$ cat config.mk
export PLATFORM = sky130hd
export DESIGN_NAME = dmem_stall_ctrl
export DESIGN_NICKNAME = d
export VERILOG_FILES = /design/src/rtl/dmem_stall_pkg.sv /design/src/rtl/dmem_stall_ctrl_sat_counter.sv /design/src/rtl/dmem_stall_ctrl.sv
export SDC_FILE = /design/constraint.sdc
export NUM_CORES = 1
export LEC_CHECK = 0
export CELL_PAD_IN_SITES_DETAIL_PLACEMENT = 1
export CELL_PAD_IN_SITES_GLOBAL_PLACEMENT = 1
export CORE_UTILIZATION = 43
export CTS_CLUSTER_SIZE = 24
export DETAILED_ROUTE_END_ITERATION = 8
export GPL_ROUTABILITY_DRIVEN = 0
export PLACE_DENSITY = 0.82
export SLEW_MARGIN = 20
export SYNTH_ARGS = -nofsm -noshare
export SYNTH_HDL_FRONTEND = slang
export SYNTH_SLANG_ARGS = --single-unit
export TNS_END_PERCENT = 100
$ cat constraint.sdc
create_clock -name clk -period 4.2 [get_ports clk]
set_input_delay 0.42 -clock clk [delete_from_list [all_inputs] [get_ports clk]]
set_output_delay 0.42 -clock clk [all_outputs]
set_load 0.005 [all_outputs]
$ cat src/rtl/dmem_stall_pkg.sv
// Shared types and limits for the data-memory stall controller.
// Holds the FSM encoding, counter widths, legal parameter ranges and the latency selector.
package dmem_stall_pkg;

  localparam int unsigned LAT_W       = 8;
  localparam int unsigned LAT_MIN     = 1;
  localparam int unsigned LAT_MAX     = 255;
  localparam int unsigned TIMEOUT_MIN = 1;
  localparam int unsigned TIMEOUT_MAX = 255;

  typedef logic [LAT_W-1:0] lat_t;

  typedef enum logic [1:0] {
    ST_IDLE = 2'd0,
    ST_WAIT = 2'd1,
    ST_HOLD = 2'd2
  } stall_state_e;

  typedef struct packed {
    logic stall;
    logic done;
    logic err;
  } stall_rsp_t;

  // A store wins over a load when both are flagged in the same instruction.
  function automatic lat_t sel_lat(input logic mem_write, input lat_t rd_lat, input lat_t wr_lat);
    return mem_write ? wr_lat : rd_lat;
  endfunction

endpackage

$ cat src/rtl/dmem_stall_ctrl_sat_counter.sv
// Saturating up-counter; increments while inc is high and sticks at all-ones.
module sat_counter #(
  parameter int unsigned WIDTH = 32
) (
  input  logic             clk,
  input  logic             reset,
  input  logic             inc,
  output logic [WIDTH-1:0] count
);

  if (WIDTH < 1) begin : g_bad_width
    $error("sat_counter WIDTH must be at least 1");
  end

  logic [WIDTH-1:0] count_q;
  logic [WIDTH-1:0] count_d;

  always_comb begin
    count_d = count_q;
    if (inc && (count_q != {WIDTH{1'b1}})) begin
      count_d = count_q + WIDTH'(1);
    end
  end

  always_ff @(posedge clk or posedge reset) begin
    if (reset) begin
      count_q <= '0;
    end else begin
      count_q <= count_d;
    end
  end

  assign count = count_q;

endmodule

$ cat src/rtl/dmem_stall_ctrl.sv
// MEM-stage stall controller: freezes the pipeline for a fixed load/store latency,
// optionally waits on mem_ready with a bounded HOLD, and counts stalled cycles.
module dmem_stall_ctrl
  import dmem_stall_pkg::*;
#(
  parameter int unsigned READ_LAT  = 1,
  parameter int unsigned WRITE_LAT = 1,
  parameter int unsigned USE_READY = 0,
  parameter int unsigned TIMEOUT   = 16,
  parameter int unsigned CNT_W     = 32
) (
  input  logic             clk,
  input  logic             reset,
  input  logic             MemRead,
  input  logic             MemWrite,
  input  logic             mem_ready,
  input  logic             flush,
  output logic             MemStall,
  output logic             mem_done,
  output logic             mem_err,
  output logic [CNT_W-1:0] stall_count
);

  if ((READ_LAT < LAT_MIN) || (READ_LAT > LAT_MAX)) begin : g_bad_read_lat
    $error("READ_LAT out of range 1..255");
  end
  if ((WRITE_LAT < LAT_MIN) || (WRITE_LAT > LAT_MAX)) begin : g_bad_write_lat
    $error("WRITE_LAT out of range 1..255");
  end
  if ((TIMEOUT < TIMEOUT_MIN) || (TIMEOUT > TIMEOUT_MAX)) begin : g_bad_timeout
    $error("TIMEOUT out of range 1..255");
  end
  if (USE_READY > 1) begin : g_bad_use_ready
    $error("USE_READY must be 0 or 1");
  end
  if (CNT_W < 1) begin : g_bad_cnt_w
    $error("CNT_W must be at least 1");
  end

  localparam lat_t RD_LAT   = LAT_W'(READ_LAT);
  localparam lat_t WR_LAT   = LAT_W'(WRITE_LAT);
  localparam lat_t TO_LIMIT = LAT_W'(TIMEOUT);
  localparam logic READY_EN = (USE_READY != 0);

  stall_state_e state_q, state_d;
  lat_t         cnt_q, cnt_d;
  lat_t         tcnt_q, tcnt_d;
  stall_rsp_t   rsp_c;
  logic         is_mem;

  assign is_mem = MemRead | MemWrite;

  // Next-state and release decision; flush overrides everything outside IDLE.
  always_comb begin
    state_d = state_q;
    cnt_d   = cnt_q;
    tcnt_d  = tcnt_q;
    rsp_c   = '0;

    case (state_q)
      ST_IDLE: begin
        if (is_mem && !flush) begin
          rsp_c.stall = 1'b1;
          cnt_d       = sel_lat(MemWrite, RD_LAT, WR_LAT) - LAT_W'(1);
          state_d     = ST_WAIT;
        end
      end

      ST_WAIT: begin
        if (flush) begin
          cnt_d   = '0;
          state_d = ST_IDLE;
        end else if (cnt_q != '0) begin
          rsp_c.stall = 1'b1;
          cnt_d       = cnt_q - LAT_W'(1);
        end else if (!READY_EN || mem_ready) begin
          rsp_c.done = 1'b1;
          state_d    = ST_IDLE;
        end else begin
          rsp_c.stall = 1'b1;
          tcnt_d      = LAT_W'(1);
          state_d     = ST_HOLD;
        end
      end

      ST_HOLD: begin
        if (flush) begin
          tcnt_d  = '0;
          state_d = ST_IDLE;
        end else if (mem_ready) begin
          rsp_c.done = 1'b1;
          tcnt_d     = '0;
          state_d    = ST_IDLE;
        end else if (tcnt_q == TO_LIMIT) begin
          rsp_c.err = 1'b1;
          tcnt_d    = '0;
          state_d   = ST_IDLE;
        end else begin
          rsp_c.stall = 1'b1;
          tcnt_d      = tcnt_q + LAT_W'(1);
        end
      end

      default: begin
        cnt_d   = '0;
        tcnt_d  = '0;
        state_d = ST_IDLE;
      end
    endcase
  end

  always_ff @(posedge clk or posedge reset) begin
    if (reset) begin
      state_q <= ST_IDLE;
      cnt_q   <= '0;
      tcnt_q  <= '0;
    end else begin
      state_q <= state_d;
      cnt_q   <= cnt_d;
      tcnt_q  <= tcnt_d;
    end
  end

  // Outputs act in the same cycle as the request, so they are gated by reset directly.
  assign MemStall = rsp_c.stall & ~reset;
  assign mem_done = rsp_c.done  & ~reset;
  assign mem_err  = rsp_c.err   & ~reset;

  sat_counter #(
    .WIDTH (CNT_W)
  ) u_stall_cnt (
    .clk   (clk),
    .reset (reset),
    .inc   (MemStall),
    .count (stall_count)
  );

  a_done_err_excl : assert property (@(posedge clk) disable iff (reset) !(mem_done && mem_err));

endmodule

==> metrics <==
outcome=complete, no violations; max_cap viols=0; WS Path Type=register to output pin; register bit total from synthesis=41; NumNets Final=264; clock buffer depth=2; CP peak stage delay=0.62 ns; TritonCTS Sinks=41; detailed placement HPWL=3810 microns; I/O pin count=41; LEAKAGE=1.12 nW; synthesized cell area=0.00220 sq mm; number of synthesized flops with an enable pin=0; pin count of the biggest net entering global routing=22; antenna violations before repair=0; CP Max Fanout=6; Finished Core Util=0.566; Worst EP arrival=2.49 ns; via count=1754; R2R depth=5; total grt overflow=0; Vias/cell=5.43; Worst setup EP type=output pin; Routed WL=5030 microns; min setup slack post-route=1.29 ns; fin. max-slew vios=0; Syn Inst Count=212; DRC=0; post-CTS sizing=0; Main synth FF type=dfrtp_1; vias in the first global route=1754; Worst setup startpoint=cnt_q[2]$_DFFE_PP0P_; clk_lat worst skew=0.29 ns; DRT antenna net count=0; pwr dens=426 mW/mm^2; Seq/Total Area, Yosys=0.467; Hold WS=0.485 ns; reg2reg end=u_stall_cnt.count[1]$_DFFE_PP0P_; R2R Path Start=u_stall_cnt.count[3]$_DFFE_PP0P_; area grow syn2layout=24.2%; RSZ-0062 raised after global routing=false; die area=0.00540 sq mm; YS warnings=0; Max Clk Rate=344 MHz; normalized max-slew margin=0.449; Placed Instances=315; drt pass-1 iters=4; first-pass GRT wire length=8500 microns; Die W=73.5 microns; fillcell total=553; final-report setup violation count=0; Hold WC Path Type=register to register; core region area=0.00482 sq mm; total CTS buffers=5; CP endpoint=mem_done; CTS tree=done; Required @ worst endpoint=3.78 ns; drt wl/cell=15.6 microns; DR iter-0 viols=70; reg2reg setup slack=1.77 ns; Multi-input gate area=0.00113 sq mm; Net Count, Synth=221; cts hold-fix bufs=0; Worst Skew=0.00688 ns; ys async rst share=1.00; min Tclk post-route=2.91 ns; Final Non-Filler Cells=323; antenna cell count=0; setup TNS=0 ns; Port Buf Inserts=38; clock root cell=clkbuf_8; GRT Overall Usage=0.207; Die Ht=73.5 microns; crit path launch type=register; slew at the pin closest to its max-slew limit=0.825 ns; CTS H-tree lvls=2; Mapped Avg Cell Area=10.4 sq um; Distinct cells, synth=43; Setup WS pre-CTS=1.49 ns; num rows=25; Tcrit/Tclk final=0.693; Fin. Hold Viols=0; Max VDD drop=0.272 mV; CP max-delay cell=or4_4; post-CTS setup buffers=0; storage element area=0.00103 sq mm; CP Cell Sequence=or4_4, or3_1, nor3_1, clkdlybuf4s50_1; initial core utilization=0.456; Clock transition at path regs=0.08 ns; share of cells above drive strength 1=0.0781
==> state kept, by name, indices dropped and copies added, names as in the netlist <==
signal             cells
u_stall_cnt.count     32
cnt_q                  8
state_q                1
==> power breakdown <==
group	switching (mW)	internal [mW]	total (mW)
combinational	0.190	0.183	0.373
clock	0.139	0.115	0.254
sequential	0.0833	0.452	0.535
total	0.412	0.750	1.16
==> area by class of cell <==
type / instances / area share
well taps: 67 / 0.0307
multi-input cells: 163 / 0.414
clock buffers: 6 / 0.0266
repair buffers: 39 / 0.142
flip-flops and latches: 41 / 0.376
inverters: 5 / 0.00688
clock inverters: 2 / 0.00367
==> cells by family after synthesis <==
family,after synthesis,synth area share
AND/OR/NAND/NOR,106,0.293
AO/OA/AOI/OAI,17,0.0575
buffers and inverters,8,0.0188
other,1,0.00171
multiplexers,1,0.00512
flip-flops,41,0.467
XOR/XNOR,35,0.140
adder cells (fa/ha/maj),3,0.0171
==> placed cells by master, fill, tap and decap left out, drive strengths merged, types with 6 or more instances in the layout <==
master         count
clkdlybuf4s50     38
nand4             13
xnor2             25
nand3             16
dfrtp             41
clkbuf             6
xor2              10
nor2              12
nor3              12
nand2             20
nor4               6
==> critical path, delay by kind of cell, from the launching register on <==
family                 cells  cell delay, ns
AND/OR/NAND/NOR            3            1.22
flip-flops                 1            0.46
buffers and inverters      1            0.53
==> synthesized netlist by cell type (2+ instances only) <==
library cell,number,share of area
dfrtp_1,41,0.47
nor3b_1,2,0.0068
nor4b_1,3,0.012
nand2b_1,3,0.0085
o21ai_0,5,0.011
nand2_1,18,0.031
nor3_1,10,0.023
nand4_1,11,0.031
xor2_1,10,0.040
nand2_2,2,0.0057
nor2_1,11,0.019
nand3_1,15,0.034
ha_1,3,0.017
nand4_2,2,0.011
nor4_1,6,0.017
and3_1,4,0.011
and2_1,5,0.014
or3_1,2,0.0057
xnor2_1,25,0.10
inv_1,5,0.0085
a21oi_1,5,0.011
and4_1,3,0.012
==> worst min path at each step <==
stage	start	end	slack, ns	depth (start not counted)
floorplan	cnt_q[6]$_DFFE_PP0P_	cnt_q[6]$_DFFE_PP0P_	0.45	1
global placement	cnt_q[6]$_DFFE_PP0P_	cnt_q[6]$_DFFE_PP0P_	0.48	1
detailed placement	cnt_q[6]$_DFFE_PP0P_	cnt_q[6]$_DFFE_PP0P_	0.48	1
CTS	cnt_q[6]$_DFFE_PP0P_	cnt_q[6]$_DFFE_PP0P_	0.49	1
global route	cnt_q[6]$_DFFE_PP0P_	cnt_q[6]$_DFFE_PP0P_	0.53	1
finish	cnt_q[6]$_DFFE_PP0P_	cnt_q[6]$_DFFE_PP0P_	0.48	1
==> stage by stage <==
step | cell area [sq um] | total power, mW
detailed placement | 2650 | 0.918
global route | 2730 | 1.24
finish | 2730 | 1.16
global placement | 2650 | 0.897
CTS | 2730 | 1.17
floorplan | 2200 | 0.781
==> per-layer routing <==
layer / share of wire / global-route usage / vias to the layer above
li1: - / - / 852
met1: 0.48 / 0.283 / 857
met2: 0.48 / 0.345 / 41
met3: 0.039 / 0.0412 / 4
met4: 0.0058 / 0.0321 / 0
met5: 0 / 0 / -
(Power assumes the default switching activity.)
